$ cat config.mk
export PLATFORM = sky130hd
export DESIGN_NAME = mult_ctrl_flat
export DESIGN_NICKNAME = d
export VERILOG_FILES = /design/src/rtl/mult_ctrl_if.sv /design/src/rtl/mult_ctrl.sv /design/src/flat_wrapper.sv
export SDC_FILE = /design/constraint.sdc
export NUM_CORES = 1
export LEC_CHECK = 0
export CAP_MARGIN = 10
export CORE_MARGIN = 4
export CORE_UTILIZATION = 25
export DETAILED_ROUTE_END_ITERATION = 10
export PLACE_DENSITY = 0.47
export SETUP_SLACK_MARGIN = 0.3
export SYNTH_ARGS = -nofsm -noshare
export SYNTH_HDL_FRONTEND = slang
export SYNTH_SLANG_ARGS = --single-unit
$ cat constraint.sdc
create_clock -name clk -period 1.12 [get_ports clk]
set_input_delay 0.336 -clock clk [delete_from_list [all_inputs] [get_ports clk]]
set_output_delay 0.336 -clock clk [all_outputs]
set_load 0.05 [all_outputs]
$ cat src/rtl/mult_ctrl_if.sv
// Handshake and ACC strobe bundle between the multiplier controller and its datapath.
// master is the controller side; slave is the ACC/requester side.
interface mult_ctrl_if;
   logic st;
   logic m;
   logic load;
   logic ad;
   logic sh;
   logic busy;
   logic done;

   modport master (
      input  st, m,
      output load, ad, sh, busy, done
   );

   modport slave (
      output st, m,
      input  load, ad, sh, busy, done
   );
endinterface

$ cat src/rtl/mult_ctrl.sv
// Sequencer for a shift-and-add multiplier: drives Load/Ad/Sh into the 2N+1-bit ACC
// and runs one start/done handshake per multiplication.
module mult_ctrl #(
   parameter int N = 4
) (
   input  logic        clk,
   input  logic        rst,
   mult_ctrl_if.master bus
);

   localparam int KW = $clog2(N) + 1;
   localparam logic [KW-1:0] K_LAST = KW'(N - 1);

   typedef enum logic [2:0] {
      IDLE,
      LOAD,
      CHECK,
      SHIFT,
      DONE
   } state_t;

   state_t        state_reg, state_next;
   logic [KW-1:0] k_reg, k_next;
   logic          load_c, ad_c, sh_c, busy_c, done_c;

   always_ff @(posedge clk or posedge rst) begin
      if (rst) begin
         state_reg <= IDLE;
         k_reg     <= '0;
      end else begin
         state_reg <= state_next;
         k_reg     <= k_next;
      end
   end

   // Ad/Sh in CHECK are Mealy outputs on M; every Sh advances K and the
   // N-th shift ends the operation.
   always_comb begin
      state_next = state_reg;
      k_next     = k_reg;
      load_c     = 1'b0;
      ad_c       = 1'b0;
      sh_c       = 1'b0;
      busy_c     = 1'b0;
      done_c     = 1'b0;
      case (state_reg)
         IDLE: begin
            if (bus.st) state_next = LOAD;
         end
         LOAD: begin
            load_c     = 1'b1;
            busy_c     = 1'b1;
            k_next     = '0;
            state_next = CHECK;
         end
         CHECK: begin
            busy_c = 1'b1;
            if (bus.m) begin
               ad_c       = 1'b1;
               state_next = SHIFT;
            end else begin
               sh_c       = 1'b1;
               k_next     = k_reg + KW'(1);
               state_next = (k_reg == K_LAST) ? DONE : CHECK;
            end
         end
         SHIFT: begin
            sh_c       = 1'b1;
            busy_c     = 1'b1;
            k_next     = k_reg + KW'(1);
            state_next = (k_reg == K_LAST) ? DONE : CHECK;
         end
         DONE: begin
            done_c = 1'b1;
            if (!bus.st) state_next = IDLE;
         end
         default: begin
            state_next = IDLE;
            k_next     = '0;
         end
      endcase
   end

   assign bus.load = load_c;
   assign bus.ad   = ad_c;
   assign bus.sh   = sh_c;
   assign bus.busy = busy_c;
   assign bus.done = done_c;

endmodule

$ cat src/flat_wrapper.sv
// flat-port wrapper written by rule: the top's interface ports become plain ports
module mult_ctrl_flat 
#(
   parameter int N = 4
)
  (clk, rst, bus_st, bus_m, bus_load, bus_ad, bus_sh, bus_busy, bus_done);
  mult_ctrl_if bus_i ();
  input  logic clk;
  input  logic rst;
  input wire logic [$bits(bus_i.st)-1:0] bus_st;
  input wire logic [$bits(bus_i.m)-1:0] bus_m;
  output wire logic [$bits(bus_i.load)-1:0] bus_load;
  output wire logic [$bits(bus_i.ad)-1:0] bus_ad;
  output wire logic [$bits(bus_i.sh)-1:0] bus_sh;
  output wire logic [$bits(bus_i.busy)-1:0] bus_busy;
  output wire logic [$bits(bus_i.done)-1:0] bus_done;
  assign bus_i.st = bus_st;
  assign bus_i.m = bus_m;
  assign bus_load = bus_i.load;
  assign bus_ad = bus_i.ad;
  assign bus_sh = bus_i.sh;
  assign bus_busy = bus_i.busy;
  assign bus_done = bus_i.done;
  mult_ctrl #(.N(N)) u_core (.clk(clk), .rst(rst), .bus(bus_i));
endmodule
==> run summary <==
The clock network power share was 0.100. Initial antenna violation count: 0. After detailed routing, the average wire length per cell comes to 11.7 um.

The run gives 0.263 as the initial standard-cell utilization of the core. The sequential-to-total area share from yosys stat came out at 0.440. Yosys printed 0 warnings. The area share of xor/xnor cells in the synthesized design is 0. In this run the count of I/O pins placed on the die edge is 9. Post-synthesis cell type with the largest combined area: dfrtp_1. The area share of the largest cell type after synthesis is 0.440, and the average vias per placed instance is 4.44. The remaining routing DRC violations was 0; the total number of nets in the final design was 64. The tools report the number of slew-limit violations in the final report as 0. The tools report the source of the worst register-to-register timing path as u_core.state_reg[0]. The worst-case reg-to-reg path depth works out to 6. The run gives 780 ps as the required time at the endpoint of the critical path. At the worst endpoint, the arrival time is 1160 ps. Summed over all layers, the global routing overflow is 0.

The tools report the global-route usage over all layers as 0.103. Once detail routing completed, the nets flagged for antenna violations numbered 0. The worst setup path startpoint is u_core.state_reg[2].

Hold repair after CTS inserted 0 buffers. The post-detailed-routing wire length is 844 um, and the cell-internal power is 1.33 mW. TritonCTS built the clock tree. The shortest period the worst path allows came out at 1500 ps. In this run the static leakage power is 0.327 nW. In this run the tool buffered the top-level ports with 8 buffer cells. The part of the power in combinational logic came out at 0.705. Setup slack on the worst reg-to-reg path comes out at -290 ps.

The number of diodes is 0, and the final instance count without filler cells is 72. After floorplanning, the core was divided into 13 placement rows. The most frequent standard cell in the layout excluding fill and tap cells is buf_4. Of all nets on the critical path, the largest fanout is 4. Number of placed instances, taps included: 60.

The setup path with the least slack is of type flop to output port. The flop and latch count out of synthesis came out at 6. STA classifies the critical path endpoint as an output port. The via count of the first global-routing pass is 351, and the switching power as a share of total power is 0.389. The tools report the worst setup slack after layout as -378 ps. The hold violation total from the final report was 0; the height of the chip was 45.0 um. By area, the combinational part of the netlist is dominated by simple AND/OR/NAND/NOR gates. The share of synthesized cell area in and, or, nand and nor gates is 0.275. By area the synthesized netlist is led by dfrtp_1 44%, nand2b_4 8.1%, ha_1 7.3%. After routing the design area is 711 um^2.

For the max-slew headroom at the worst pin, the log shows 0.845. The register clock-pin slew on the reported worst setup and hold paths was 50 ps; the worst hold margin was 308 ps. The first TritonRoute pass finished after 2 iterations. The logs give 0.196 for the sequential cell fraction of total power and 2 for the maximum count of clock buffers along a single path. The endpoint identified for the worst register-to-register timing path is u_core.k_reg[1].

The H-tree depth came out at 1. The die covers 0.00202 mm^2. The share of the clock period used by the worst path after layout was 1.34. The total of max-cap violations came out at 0.

STA classifies the critical path startpoint as a flop. The number of sinks driven by the clock tree is 6. The share of cell area taken by muxes after synthesis came out at 0.0623. The core outline area is 0.00130 mm^2, and the final HPWL from detailed placement is 641 um.

The layout cell share with drive strength beyond 1 works out to 0.702. The final setup TNS is -2560 ps, and the switching power is 846 uW. The arithmetic-cell share of the synthesized area counting full adders, half adders and majority gates was 0.0733.

Worst min-delay path category: input pin to asynchronous set/reset pin. For the worst-skew pair, the clock arrives at the later sink with an insertion delay of 240 ps. The top cell types in the final layout, fill and taps aside, are 12 x buf_4, 5 x buf_12.

The first routing iteration left 2 violations. The tools report the buffer type at the clock tree root as clkbuf_4. The post-route core utilization is 0.546.

In this run, distinct cell masters in the synthesized netlist total 18. Slew at the pin with the worst max-slew slack: 232 ps. Across all layers, the routed design uses 320 vias.

The setup violation total in the final timing report came out at 10. In this run the horizontal extent of the chip is 45.0 um. Entering global routing, the biggest net connects 7 pins. The first global-routing pass estimated 1460 um of wire. Across the VDD grid, the largest voltage drop is 1580 uV.

Dividing total power by cell area gives a power density of 3060 mW/mm^2. Derived from the worst setup path, the maximum achievable clock frequency is 668 MHz. Setup repair after global routing could not meet its margin everywhere.

The flow ran to the end, but the final reports show violations. Routability-driven placement finished with a final weighted congestion of 0.691. The final reports fail on negative setup slack. Synthesis produced 30 cells.

Dividing the synthesized area by the synthesized cell count gives 11.4 um^2. The compound-cell area share of the yosys netlist is 0.117. The post-synthesis to final-layout area growth was 108%; the post-synthesis net count was 36. The number of clock buffers added by TritonCTS is 3. In this run the cell area measured after placement is 594 um^2. On the final layout, the worst clock skew is 7.99 ps.

The run gives 342 um^2 as the post-synthesis instance area.
==> cell type report <==
class                   count  area, um^2
clock buffers               4        26.3
fillers                   134         591
inverters                   3        11.3
multi-input cells          21         248
flip-flops and latches      6         154
well taps                  15        18.8
repair buffers             23         253
==> through the flow <==
step,setup slack (ps),power [mW]
2_1_floorplan,-194,1.13
3_3_place_gp,-508,1.64
3_5_place_dp,-513,1.67
4_1_cts,-384,2.09
5_1_grt,-434,2.31
6_report,-378,2.18
==> timing repair <==
action,CTS,global route
cloned,0,0
buffers inserted,5,3
pin swaps,7,6
endpoints found under the setup margin,11,11
gates resized for setup,6,3
==> kinds of logic (layout without fill, tap and decap cells) <==
family	count (synthesis)	count (layout)
buffers and inverters	3	30
flip-flops	6	6
adder cells (fa/ha/maj)	2	2
AND/OR/NAND/NOR	12	12
AO/OA/AOI/OAI	5	5
multiplexers	2	2
==> synthesized netlist by cell type <==
cell,n
a21oi_2,1
a22o_1,2
a311oi_1,1
and2_2,1
dfrtp_1,6
ha_1,2
inv_1,3
mux2_2,1
mux2i_1,1
nand2_1,1
nand2b_1,1
nand2b_4,2
nand4bb_1,1
nor2_1,3
nor2b_4,1
nor3_1,1
nor3b_1,1
o21ai_0,1
==> routing by layer <==
metal,global-route usage,vias to the layer above,part of all wire
li1,-,159,-
met1,0.0954,155,0.36
met2,0.192,6,0.59
met3,0.0279,0,0.047
met4,0.0702,0,0
met5,0,-,0
==> power groups by stage <==
stage	clock (mW)	sequential [mW]	combinational, mW
floorplan	0	0.428	0.705
global placement	0	0.422	1.22
detailed placement	0	0.428	1.25
CTS	0.226	0.423	1.44
global route	0.247	0.441	1.62
finish	0.217	0.426	1.53
==> worst max path at each step <==
stage,cells after the start,endpoint
after floorplan,1,bus_load
after detailed placement,4,bus_sh
after global placement,4,bus_sh
after CTS,3,bus_sh
after global routing,3,bus_sh
final,3,bus_sh
==> worst max-delay path, cell delays in order, from the launching register on <==
cell and delay (ps):
dfrtp_2 440, nand2b_4 180, nor2b_4 150, buf_12 150
Power figures use the tool's default switching activity.
